--- src/rtl/cordic_job_sequencer_pkg.sv ---
// Shared types and default constants for the CORDIC job sequencer.
// Holds the FSM state encoding and the default RAM mailbox addresses.
package cordic_seq_pkg;

   localparam int unsigned CYC_W = 16;

   localparam logic [7:0] DEF_OP_ADDR  = 8'hF0;
   localparam logic [7:0] DEF_COS_ADDR = 8'hF1;
   localparam logic [7:0] DEF_SIN_ADDR = 8'hF2;

   typedef enum logic [2:0] {
      IDLE,
      WRITE_OP,
      START,
      RUN,
      RD_COS,
      RD_SIN,
      CAP_SIN,
      PRESENT
   } seq_state_t;

endpackage

--- src/rtl/cordic_job_sequencer_if.sv ---
// Host-side job/result handshake bundle for the CORDIC job sequencer.
// master = host, slave = sequencer.
interface cordic_job_sequencer_if #(
   parameter int unsigned DATA_W = 32
);
   import cordic_seq_pkg::*;

   logic              job_valid;
   logic              job_ready;
   logic [DATA_W-1:0] job_data;
   logic              res_valid;
   logic              res_ready;
   logic [DATA_W-1:0] res_cos;
   logic [DATA_W-1:0] res_sin;
   logic              res_err;
   logic [CYC_W-1:0]  res_cycles;

   modport master (
      output job_valid, job_data, res_ready,
      input  job_ready, res_valid, res_cos, res_sin,
      input  res_err, res_cycles
   );

   modport slave (
      input  job_valid, job_data, res_ready,
      output job_ready, res_valid, res_cos, res_sin,
      output res_err, res_cycles
   );

endinterface

--- src/rtl/cordic_job_sequencer.sv ---
// Host-side job sequencer for the CORDIC processor and its shared RAM.
// Owns the single RAM port and lends it to the processor only in RUN.
module cordic_job_sequencer
   import cordic_seq_pkg::*;
#(
   parameter int unsigned ADDR_W  = 8,
   parameter int unsigned DATA_W  = 32,
   parameter logic [ADDR_W-1:0] OP_ADDR  = ADDR_W'(DEF_OP_ADDR),
   parameter logic [ADDR_W-1:0] COS_ADDR = ADDR_W'(DEF_COS_ADDR),
   parameter logic [ADDR_W-1:0] SIN_ADDR = ADDR_W'(DEF_SIN_ADDR),
   parameter int unsigned TIMEOUT = 4096
) (
   input  logic              clk,
   input  logic              rst,
   cordic_job_sequencer_if.slave host,
   output logic              busy,
   output logic              cpu_run,
   input  logic              cpu_done,
   input  logic              cpu_we,
   input  logic [ADDR_W-1:0] cpu_addr,
   input  logic [DATA_W-1:0] cpu_wdata,
   output logic              mem_we,
   output logic [ADDR_W-1:0] mem_addr,
   output logic [DATA_W-1:0] mem_wdata,
   input  logic [DATA_W-1:0] mem_rdata
);

   localparam logic [CYC_W-1:0] CYC_MAX = '1;

   seq_state_t        state_q, state_d;
   logic [DATA_W-1:0] op_q, op_d;
   logic [CYC_W-1:0]  cnt_q, cnt_d;
   logic [DATA_W-1:0] cos_q, cos_d;
   logic [DATA_W-1:0] sin_q, sin_d;
   logic              err_q, err_d;
   logic [31:0]       run_n;

   assign run_n = 32'(cnt_q) + 32'd1;

   assign busy            = (state_q != IDLE);
   assign host.job_ready  = (state_q == IDLE);
   assign host.res_valid  = (state_q == PRESENT);
   assign host.res_cos    = cos_q;
   assign host.res_sin    = sin_q;
   assign host.res_err    = err_q;
   assign host.res_cycles = cnt_q;

   // Next-state, datapath updates and RAM port mux.
   always_comb begin
      state_d   = state_q;
      op_d      = op_q;
      cnt_d     = cnt_q;
      cos_d     = cos_q;
      sin_d     = sin_q;
      err_d     = err_q;
      cpu_run   = 1'b0;
      mem_we    = 1'b0;
      mem_addr  = '0;
      mem_wdata = '0;
      unique case (state_q)
         IDLE: begin
            if (host.job_valid) begin
               op_d    = host.job_data;
               state_d = WRITE_OP;
            end
         end
         WRITE_OP: begin
            mem_we    = 1'b1;
            mem_addr  = OP_ADDR;
            mem_wdata = op_q;
            state_d   = START;
         end
         START: begin
            cpu_run = 1'b1;
            cnt_d   = '0;
            state_d = RUN;
         end
         RUN: begin
            mem_we    = cpu_we;
            mem_addr  = cpu_addr;
            mem_wdata = cpu_wdata;
            cnt_d     = (cnt_q == CYC_MAX) ? cnt_q : cnt_q + 1'b1;
            // A Done seen in the first RUN cycle is left over from the last job.
            if ((cnt_q != '0) && cpu_done) begin
               state_d = RD_COS;
            end else if (run_n >= 32'(TIMEOUT)) begin
               err_d   = 1'b1;
               cos_d   = '0;
               sin_d   = '0;
               state_d = PRESENT;
            end
         end
         RD_COS: begin
            mem_addr = COS_ADDR;
            state_d  = RD_SIN;
         end
         RD_SIN: begin
            mem_addr = SIN_ADDR;
            cos_d    = mem_rdata;
            state_d  = CAP_SIN;
         end
         CAP_SIN: begin
            sin_d   = mem_rdata;
            err_d   = 1'b0;
            state_d = PRESENT;
         end
         PRESENT: begin
            if (host.res_ready) begin
               state_d = IDLE;
            end
         end
         default: state_d = IDLE;
      endcase
   end

   // State and result registers with synchronous reset.
   always_ff @(posedge clk) begin
      if (rst) begin
         state_q <= IDLE;
         op_q    <= '0;
         cnt_q   <= '0;
         cos_q   <= '0;
         sin_q   <= '0;
         err_q   <= 1'b0;
      end else begin
         state_q <= state_d;
         op_q    <= op_d;
         cnt_q   <= cnt_d;
         cos_q   <= cos_d;
         sin_q   <= sin_d;
         err_q   <= err_d;
      end
   end

endmodule

--- src/flat_wrapper.sv ---
// flat-port wrapper written by rule: the top's interface ports become plain ports
module cordic_job_sequencer_flat import cordic_seq_pkg::*;
#(
   parameter int unsigned ADDR_W  = 8,
   parameter int unsigned DATA_W  = 32,
   parameter logic [ADDR_W-1:0] OP_ADDR  = ADDR_W'(DEF_OP_ADDR),
   parameter logic [ADDR_W-1:0] COS_ADDR = ADDR_W'(DEF_COS_ADDR),
   parameter logic [ADDR_W-1:0] SIN_ADDR = ADDR_W'(DEF_SIN_ADDR),
   parameter int unsigned TIMEOUT = 4096
)
  (clk, rst, busy, cpu_run, cpu_done, cpu_we, cpu_addr, cpu_wdata, mem_we, mem_addr, mem_wdata, mem_rdata, host_job_valid, host_job_data, host_res_ready, host_job_ready, host_res_valid, host_res_cos, host_res_sin, host_res_err, host_res_cycles);
  cordic_job_sequencer_if #(.DATA_W(DATA_W)) host_i ();
  input  logic clk;
  input  logic rst;
  output logic busy;
  output logic cpu_run;
  input  logic cpu_done;
  input  logic cpu_we;
  input  logic [ADDR_W-1:0] cpu_addr;
  input  logic [DATA_W-1:0] cpu_wdata;
  output logic mem_we;
  output logic [ADDR_W-1:0] mem_addr;
  output logic [DATA_W-1:0] mem_wdata;
  input  logic [DATA_W-1:0] mem_rdata;
  input wire logic [$bits(host_i.job_valid)-1:0] host_job_valid;
  input wire logic [$bits(host_i.job_data)-1:0] host_job_data;
  input wire logic [$bits(host_i.res_ready)-1:0] host_res_ready;
  output wire logic [$bits(host_i.job_ready)-1:0] host_job_ready;
  output wire logic [$bits(host_i.res_valid)-1:0] host_res_valid;
  output wire logic [$bits(host_i.res_cos)-1:0] host_res_cos;
  output wire logic [$bits(host_i.res_sin)-1:0] host_res_sin;
  output wire logic [$bits(host_i.res_err)-1:0] host_res_err;
  output wire logic [$bits(host_i.res_cycles)-1:0] host_res_cycles;
  assign host_i.job_valid = host_job_valid;
  assign host_i.job_data = host_job_data;
  assign host_i.res_ready = host_res_ready;
  assign host_job_ready = host_i.job_ready;
  assign host_res_valid = host_i.res_valid;
  assign host_res_cos = host_i.res_cos;
  assign host_res_sin = host_i.res_sin;
  assign host_res_err = host_i.res_err;
  assign host_res_cycles = host_i.res_cycles;
  cordic_job_sequencer #(.ADDR_W(ADDR_W), .DATA_W(DATA_W), .OP_ADDR(OP_ADDR), .COS_ADDR(COS_ADDR), .SIN_ADDR(SIN_ADDR), .TIMEOUT(TIMEOUT)) u_core (.clk(clk), .rst(rst), .host(host_i), .busy(busy), .cpu_run(cpu_run), .cpu_done(cpu_done), .cpu_we(cpu_we), .cpu_addr(cpu_addr), .cpu_wdata(cpu_wdata), .mem_we(mem_we), .mem_addr(mem_addr), .mem_wdata(mem_wdata), .mem_rdata(mem_rdata));
endmodule
--- config.mk ---
export PLATFORM = sky130hd
export DESIGN_NAME = cordic_job_sequencer_flat
export DESIGN_NICKNAME = d
export VERILOG_FILES = /design/src/rtl/cordic_job_sequencer_pkg.sv /design/src/rtl/cordic_job_sequencer_if.sv /design/src/rtl/cordic_job_sequencer.sv /design/src/flat_wrapper.sv
export SDC_FILE = /design/constraint.sdc
export NUM_CORES = 1
export LEC_CHECK = 0
export ABC_AREA = 1
export BUFFER_PORTS_ARGS = -buffer_cell sky130_fd_sc_hd__clkbuf_2
export CAP_MARGIN = 20
export CORE_UTILIZATION = 32
export CTS_CLUSTER_SIZE = 28
export DETAILED_ROUTE_END_ITERATION = 8
export GPL_TIMING_DRIVEN = 0
export SYNTH_ARGS = -nofsm -noshare
export SYNTH_HDL_FRONTEND = slang
export SYNTH_SLANG_ARGS = --single-unit
--- constraint.sdc ---
create_clock -name clk -period 2.4 [get_ports clk]
set_input_delay 0.24 -clock clk [delete_from_list [all_inputs] [get_ports clk]]
set_output_delay 0.24 -clock clk [all_outputs]
set_load 0.005 [all_outputs]
* After elaboration in Yosys (flattened, before gate mapping)
Index checks and enable logic that the tools add are counted.
Storage, ports and cells: latch bits 0, RAM bits 0, output and inout port bits 126, register bits 116, logic and storage cells 53, memories 0, memory bits (read-only) 0, input port bits 110
Operators by class: equal/unequal tests 14, add/subtract/negate cells 2, order comparisons 1, bitwise gates (word level) 0, reduce and logical (&&, ||, !) cells 12, mux-type cells 18, shifts and indexed selects 0, multipliers 0, div/mod/pow operators 0
Operators with widths (count):
- 32-bit one-hot mux with 2 select lines | 3
- 32-bit two-way mux | 2
- 32-bit by 13-bit >= comparator with 1-bit output (second input constant) | 1
- 16-bit one-hot mux with 2 select lines | 1
- 8-bit one-hot mux with 4 select lines | 1
- 3-bit one-hot mux with 8 select lines | 1
- 16-bit by 1-bit adder with 17-bit output (second input constant) | 1
- 16-bit by 1-bit adder with 16-bit output (second input constant) | 1
- 16-bit equality test (second input constant) | 1
- 16-bit two-way mux | 1
- 16-bit nonzero test | 1
- 3-bit equality test (second input constant) | 4
- 3-bit two-way mux | 4
- 3-bit AND reduction | 3
- 2-bit != test (second input constant) | 4
- 3-bit by 2-bit equality test with 1-bit output (second input constant) | 2
- 2-bit nonzero test | 3
- 1-bit one-hot mux with 2 select lines | 2
- 2-bit AND reduction | 2
- 3-bit by 1-bit equality test with 1-bit output (second input constant) | 1
- 3-bit logical NOT | 1
- 1-bit two-way mux | 3
- 3-bit by 1-bit != test with 1-bit output (second input constant) | 1
- 3-bit nonzero test | 1
- 2 further kinds | 2

* Logic depth before layout (Yosys ltp)
Gate-level depths: netlist (run 1).
depth in word-level cells 5, gate-level depth with buffers 13, mapped depth without buffers 12

* Worst setup path before layout (run 1)
No wires, ideal clock.
path type reg2reg, start point register u_core.cnt_q[1] (netlist: u_core.host.res_cycles[1]), end point register u_core.sin_q[0] (netlist: u_core.host.res_sin[0]), data arrival time 1655 ps, period minus slack after synthesis 1799 ps, buffers on the path 1, cell stages (with the launch flop) 12, setup time 143 ps, data required time 2257 ps, path slack 601 ps, path through dfxtp_1 ha_1 nand2_2 nor2_4 nand2_1 o21ai_2 nor2_2 nand2_4 nand3_4 buf_12 nand2_2 a21oi_2
On the way: cells in the longest elaborated chain, start to end 4, elaborated cells on any way between the ends 7, those cells by class add/sub: 1; order compare: 1; eq/ne: 2; reduce/logical: 3
RTL lines:
- from (decl) | line cordic_job_sequencer.sv:32 | logic [CYC_W-1:0] cnt_q, cnt_d;
- from (signal assigned) | line cordic_job_sequencer.sv:128 | cnt_q <= cnt_d;
- 16-bit by 1-bit adder with 17-bit output or 16-bit nonzero test (tied branches) | line cordic_job_sequencer.sv:38, cordic_job_sequencer.sv:84
- 32-bit by 13-bit >= comparator with 1-bit output or 1-bit logical AND (tied branches) | line cordic_job_sequencer.sv:86, cordic_job_sequencer.sv:84
- 2-bit by 1-bit != test with 1-bit output (no source line) or 2-bit != test (tied branches)
- 3-bit AND reduction (no source line) *
- to (signal assigned) | line cordic_job_sequencer.sv:130 | sin_q <= sin_d;
- to (decl) | line cordic_job_sequencer.sv:34 | logic [DATA_W-1:0] sin_q, sin_d;
Every way passes the cells marked *; elsewhere a longest branch is shown, timed or not. A chain may end at the register's enable or synchronous reset.

* Worst setup path in the final report (run 1)
start point register u_core.state_q[1], end point output mem_wdata[9]
On the way: cells in the longest elaborated chain, start to end 2, elaborated cells on any way between the ends 3, those cells by class eq/ne: 2; mux: 1
RTL lines:
- from (decl) | line cordic_job_sequencer.sv:30 | seq_state_t state_q, state_d;
- from (signal assigned) | line cordic_job_sequencer.sv:126 | state_q <= state_d;
- 3-bit by 2-bit equality test with 1-bit output or 3-bit by 1-bit equality test with 1-bit output (tied branches) | line cordic_job_sequencer.sv:60 | unique case (state_q)
- 32-bit one-hot mux with 2 select lines * | line cordic_job_sequencer.sv:60
- to (decl) | line flat_wrapper.sv:23 | output logic [DATA_W-1:0] mem_wdata;
Marked as above.

==> flow_summary_export.csv, run 1 <==
group,metric,value,unit
place,dp_slack,0.148,ns
floorplanning,die-width,132,um
critical_path,startpoint,"u_core.state_q[1]$_SDFFE_PP0P_",
clock_tree,ctsHoldBuffers,0,
critical_path,ff2ff_path_depth,11,
critical_path,reg2reg_from,"u_core.host.res_cycles[1]$_SDFFE_PP0P_",
pwr,power_frac_comb,18.6,%
sta,fin_crit_sh,93.4,%
logic_synthesis,synth_cell_types,37,
clock_tree,ctsResizeCount,3,
logic_synthesis,synthCells,718,
floorplanning,die_area,0.0174,sq mm
place,portBuffers,234,
status,status,"completed",
critical_path,reg2reg_slack,0.33,ns
drt,drtPass1Iterations,4,
floorplanning,core_area,0.0165,sq mm
pwr,pwr-share-seq,38.8,%
sta,period_minus_slack,2.24,ns
clock_tree,post_cts_buffers,0,
logic_synthesis,synthFlopType,"dfxtp_1",
critical_path,crit_type,"flip-flop to output pin",
clock_tree,clk_pin_slew_worst_paths,0.06,ns
sta,tightest_slew,0.778,ns
drt,vias_per_cell,4.53,
logic_synthesis,synthArstFlopShare,0,%
final_layout,finalInstanceArea,0.00741,sq mm
clock_tree,cts_max_level,4,
critical_path,r2r-end,"u_core.host.res_sin[6]$_SDFFE_PP0P_",
clock_tree,cts_buffers,17,
job,drv_cap,0,
clock_tree,clock_sinks,116,
sta,setup_violations,0,
pwr,power.leakage,3.14,nW
pwr,intPower,3.79,mW
logic_synthesis,yosysSeqAreaShare,43.0,%
clock_tree,clockBufferDepth,2,
final_layout,n_fill_cell,1740,
final_layout,area_growth,37.1,%
final_layout,fin_nets,1083,
drt,drc,0,
logic_synthesis,ys_ff_latch,116,
sta,fin_skew,0.00769,ns
floorplanning,rows,47,
clock_tree,cts_tree,"built",
critical_path,worstSetupEndpoint,"mem_wdata[9]",
drt,ant_nets,0,
logic_synthesis,yosysMostFrequentCell,"nand2_1",
place,placed_cell_area,0.00685,sq mm
pwr,p_per_area,729,mW/mm^2
floorplanning,start_util,32.7,%
global_route,antenna_found_initial,0,
drt,wire_per_inst,13.6,um
critical_path,path_cells,"buf_2 -> nand2_1 -> nor2_1 -> clkbuf_4 -> clkbuf_4 -> nand2_1 -> o21ai_0 -> clkbuf_2",
pwr,power.share.clock,42.6,%
clock_tree,insertion_delay,0.41,ns
global_route,grt_pass1_wl,25.9,mm
pwr,peakVddDrop,453,uV
critical_path,required,2.16,ns
sta,maxSlewViolCount,0,
sta,finalSetupTns,0,ns
final_layout,multi_input_area,0.00260,sq mm
place,place.gp.congestion,0.784,
sta,postLayoutSetupSlackWorst,0.159,ns
global_route,grt_max_degree,17,
logic_synthesis,synth_common_cells,"173 x nand2_1, 116 x dfxtp_1, 67 x o21ai_0, 65 x inv_1, 62 x a21oi_1",
drt,vias,5453,
sta,relSlewSlack,48.1,%
critical_path,cp-start-kind,"flip-flop",
drt,totalWireLength,16.4,mm
logic_synthesis,synth_fp_nets,830,
pwr,p_sw_share,29.8,%
logic_synthesis,synthesis.area,0.00540,sq mm
sta,rsz0062_at_grt,"no",
place,hpwl,12.4,mm
global_route,grt_usage,19.1,%
logic_synthesis,avgSynthCellArea,7.52,sq um
logic_synthesis,synth_enable_flop_cells,0,
final_layout,regArea,0.00232,sq mm
global_route,gr-total-overflow,0,
global_route,grt_pass1_vias,5268,
logic_synthesis,yosys-top-cells-area,"dfxtp_1 43%, nand2_1 12%, a21oi_2 8.1%",
critical_path,arrival,2.00,ns
critical_path,max_stage_delay,0.30,ns
critical_path,critPathSlowestCell,"dfxtp_1",
final_layout,antenna_cells,0,
drt,drt_iter0_markers,183,
floorplanning,io_pins,236,
critical_path,path_max_fanout,10,
sta,max_freq,446,MHz
pwr,power.switching,1.61,mW
sta,whs,0.0758,ns
logic_synthesis,ys_warn_count,0,
sta,finalHoldViolations,0,
clock_tree,clock-root-buffer,"clkbuf_16",
logic_synthesis,synth_top_area_share,43.0,%
critical_path,end_kind,"output pin",
floorplanning,die_y,132,um
hold_path,min_path_type,"input port to flip-flop",
final_layout,final_layout_size_suffix_gt1_share,40.4,%
logic_synthesis,synth_top_cell_by_area,"dfxtp_1",
## layout by cell type, fill, tap and decap left out, drive strengths merged, types with 3 or more instances in the layout
| cell type | n |
|---|---|
| clkbuf | 285 |
| nand2 | 228 |
| dfxtp | 116 |
| a21oi | 112 |
| o21ai | 69 |
| inv | 69 |
| nor2 | 35 |
| nand3 | 24 |
| nor3 | 9 |
| buf | 9 |
| clkinv | 7 |
| clkinvlp | 4 |
| nand4 | 3 |
| a211oi | 3 |
## cell type report
| type | count | area share, % |
|---|---|---|
| Timing Repair Buffer | 234 | 15.8 |
| Sequential cell | 116 | 31.4 |
| Clock buffer | 21 | 6.22 |
| Tap cell | 220 | 3.72 |
| Buffer | 39 | 3.26 |
| Multi-Input combinational cell | 494 | 35.1 |
| Clock inverter | 11 | 1.08 |
| Inverter | 69 | 3.50 |
## per-layer routing
layer | share of wire (%) | GRT usage, % | vias to the layer above
met1 | 45 | 22.8 | 2426
li1 | - | - | 2829
met5 | 0 | 0 | -
met3 | 6.7 | 5.92 | 17
met2 | 46 | 32.0 | 181
met4 | 1.7 | 7.17 | 0
## critical path, delay by kind of cell, from the launching register on
kind / cells / cell delay (ns)
buffers and inverters: 4 / 0.85
and+or+nand+nor: 3 / 0.32
AOI/OAI and AO/OA: 1 / 0.12
DFF: 1 / 0.30
## power groups by stage
| stage | clock network (mW) | registers, mW | logic [mW] |
|---|---|---|---|
| finish | 2.30 | 2.09 | 1.01 |
| global route | 2.44 | 2.11 | 1.14 |
| CTS | 2.35 | 2.09 | 1.02 |
| detailed placement | 0 | 2.14 | 1.01 |
| global placement | 0 | 2.13 | 1.01 |
| floorplan | 0 | 2.12 | 0.588 |
## registers in the layout (all words and copies together), names as in the netlist
signal,cells
u_core.host.res_cos,32
u_core.host.res_cycles,16
u_core.host.res_sin,32
u_core.op_q,32
u_core.host.res_err,1
u_core.state_q,3
## worst min-delay path by stage
stage	startpoint	end	slack (ns)	depth (start not counted)
6_report	mem_rdata[18]	u_core.host.res_sin[18]$_SDFFE_PP0P_	0.08	3
5_1_grt	mem_rdata[6]	u_core.host.res_cos[6]$_SDFFE_PP0P_	0.07	3
4_1_cts	mem_rdata[18]	u_core.host.res_sin[18]$_SDFFE_PP0P_	0.06	3
3_5_place_dp	u_core.op_q[6]$_SDFFE_PP0P_	u_core.op_q[6]$_SDFFE_PP0P_	0.44	2
3_3_place_gp	u_core.op_q[8]$_SDFFE_PP0P_	u_core.op_q[8]$_SDFFE_PP0P_	0.44	2
2_1_floorplan	mem_rdata[22]	u_core.host.res_sin[22]$_SDFFE_PP0P_	0.39	2
## cells by family after synthesis
logic type                 count (synthesis)  share of synthesized area, %
AOI/OAI and AO/OA                        188                          21.3
xor gates and xnor gates                   1                         0.162
adders and majority gates                  2                         0.463
buffers and inverters                    108                          9.03
DFF                                      116                          43.0
and+or+nand+nor                          303                          26.1
## through the flow
| stage | std cells | total power [mW] | util [%] |
|---|---|---|---|
| 2_1_floorplan | 718 | 2.71 | - |
| 3_3_place_gp | 1172 | 3.14 | 41.4 |
| 3_5_place_dp | 1172 | 3.15 | 41.4 |
| 4_1_cts | 1204 | 5.46 | 44.7 |
| 5_1_grt | 1204 | 5.69 | 44.8 |
| 6_report | 1204 | 5.40 | 44.8 |
No activity file was read; power rests on OpenSTA's default activity.
==> inputs of run 2 (changes only) <==
Settings changed: BUFFER_PORTS_ARGS -buffer_cell sky130_fd_sc_hd__clkbuf_2 to -buffer_cell sky130_fd_sc_hd__buf_2.
==> run 2 against run 1 <==
Worst setup slack gained 0.010 ns; die area is the same; flip-flop and latch count is the same; largest cell class unchanged; register-to-register slack lost 0.02 ns; cell area grew 1.2%; clock power grew 17%.
==> flow_summary_export.csv, run 2 (synthesis results as in run 1) <==
group,metric,value,unit
status,status,"completed",
critical_path,path_max_fanout,10,
final_layout,finalNonFillerCells,1204,
pwr,p_per_area,770,mW/mm^2
sta,max_freq,448,MHz
clock_tree,post_cts_buffers,0,
job,drv_cap,0,
drt,vias,5407,
floorplanning,io_pins,236,
drt,wire_per_inst,13.7,um
final_layout,regArea,0.00232,sq mm
floorplanning,die_area,0.0174,sq mm
pwr,total_power,5.77,mW
drt,drt_iter0_markers,188,
place,portBuffers,234,
hold_path,worstHoldPathCells,3,
clock_tree,insertion_delay,0.41,ns
floorplanning,start_util,32.7,%
clock_tree,clockBufferDepth,2,
final_layout,postLayoutCoreUtil,45.4,%
global_route,grt_pass1_vias,5238,
drt,drtPass1Iterations,5,
drt,drc,0,
global_route,grt_usage,19.4,%
hold_path,min_path_type,"input port to flip-flop",
floorplanning,rows,47,
critical_path,reg2reg_from,"u_core.host.res_cycles[1]$_SDFFE_PP0P_",
critical_path,cp-start-kind,"flip-flop",
sta,relSlewSlack,46.7,%
clock_tree,clock_sinks,116,
critical_path,r2r-end,"u_core.host.res_sin[21]$_SDFFE_PP0P_",
final_layout,final_layout_size_suffix_gt1_share,40.5,%
drt,vias_per_cell,4.49,
clock_tree,clk_pin_slew_worst_paths,0.06,ns
critical_path,reg2reg_slack,0.31,ns
final_layout,layout_commonest_cell,"buf_2",
critical_path,crit_type,"flip-flop to output pin",
sta,maxSlewViolCount,0,
global_route,antenna_found_initial,0,
sta,tightest_slew,0.799,ns
global_route,gr-total-overflow,0,
clock_tree,ctsHoldBuffers,0,
hold_path,min_from,"mem_rdata[1]",
final_layout,multi_input_area,0.00260,sq mm
final_layout,final_cell_mix,"237 x buf_2, 173 x nand2_1, 116 x dfxtp_1, 67 x o21ai_0, 65 x inv_1",
clock_tree,cts_tree,"built",
place,hpwl,12.4,mm
drt,totalWireLength,16.5,mm
final_layout,area_growth,38.7,%
sta,fin_skew,0.0114,ns
final_layout,fin_nets,1083,
critical_path,end_kind,"output pin",
place,place.gp.congestion,0.786,
critical_path,arrival,1.99,ns
critical_path,required,2.16,ns
drt,ant_nets,0,
critical_path,ff2ff_path_depth,11,
sta,finalSetupTns,0,ns
global_route,grt_pass1_wl,26.3,mm
sta,rsz0062_at_grt,"no",
pwr,peakVddDrop,461,uV
sta,fin_crit_sh,93.0,%
place,dp.cells,1172,
global_route,grt_max_degree,17,
clock_tree,cts_buffers,17,
clock_tree,cts_max_level,4,
sta,period_minus_slack,2.23,ns
hold_path,worstHoldEndpoint,"u_core.host.res_cos[1]$_SDFFE_PP0P_",
sta,finalHoldViolations,0,
pwr,power.leakage,3.27,nW
floorplanning,die-width,132,um
final_layout,antenna_cells,0,
floorplanning,core_area,0.0165,sq mm
clock_tree,clock-root-buffer,"clkbuf_16",
sta,setup_violations,0,
final_layout,n_fill_cell,1702,
floorplanning,die_y,132,um
## run 2: power breakdown
part	leakage, nW	internal [mW]	total (mW)	switching [mW]
combinational	2.02	0.371	1.00	0.631
sequential	0.942	2.05	2.09	0.0466
clock	0.303	1.75	2.68	0.928
total	3.27	4.17	5.77	1.61
## run 2: worst max-delay path: stages, from the launching register on
cell,delay [ns]
dfxtp_1,0.29
buf_2,0.18
nand2_1,0.09
nor2_1,0.17
clkbuf_4,0.25
clkbuf_4,0.24
nand2_1,0.07
o21ai_0,0.12
buf_2,0.17
## run 2: cell type report
cell class | instances | area share (%)
clock buffers | 22 | 6.46
flip-flops and latches | 116 | 31.0
clock inverters | 10 | 1.94
inverters | 69 | 3.46
well taps | 220 | 3.67
multi-input cells | 494 | 34.7
plain buffers | 39 | 3.22
repair buffers | 234 | 15.6
## run 2: worst max-delay path by stage
stage                                           startpoint                                   end  slack [ns]  cells after the start
floorplan           u_core.host.res_cycles[1]$_SDFFE_PP0P_   u_core.host.res_sin[0]$_SDFFE_PP0P_        0.60                     11
global placement            u_core.state_q[2]$_SDFFE_PP0P_  u_core.host.res_cos[25]$_SDFFE_PP0P_        0.17                      8
detailed placement          u_core.state_q[0]$_SDFFE_PP0P_  u_core.host.res_cos[26]$_SDFFE_PP0P_        0.15                      8
CTS                         u_core.state_q[2]$_SDFFE_PP0P_                           mem_addr[1]        0.03                      5
global route                u_core.state_q[2]$_SDFFE_PP0P_                         mem_wdata[29]        0.01                      5
finish                      u_core.state_q[1]$_SDFFE_PP0P_                          mem_wdata[9]        0.17                      8
## run 2: routing by layer
layer | global-route usage, % | vias to the layer above | part of all wire, %
li1 | - | 2821 | -
met3 | 5.81 | 17 | 7.1
met2 | 32.2 | 183 | 46
met5 | 0 | - | 0
met1 | 23.6 | 2386 | 46
met4 | 7.11 | 0 | 1.5
## run 2: through the flow
stage,instance area (sq um),hold WS (ns),worst slack (ns)
2_1_floorplan,5400,0.388,0.601
3_3_place_gp,6850,0.436,0.171
3_5_place_dp,6850,0.441,0.150
4_1_cts,7480,0.0614,0.0271
5_1_grt,7500,0.0752,0.0133
6_report,7500,0.0887,0.169
## run 2: repair_timing
action,in CTS,in global routing
setup endpoints to repair,25,29
endpoints found under the hold margin,0,0
resized for setup,3,5
pin swaps,0,0
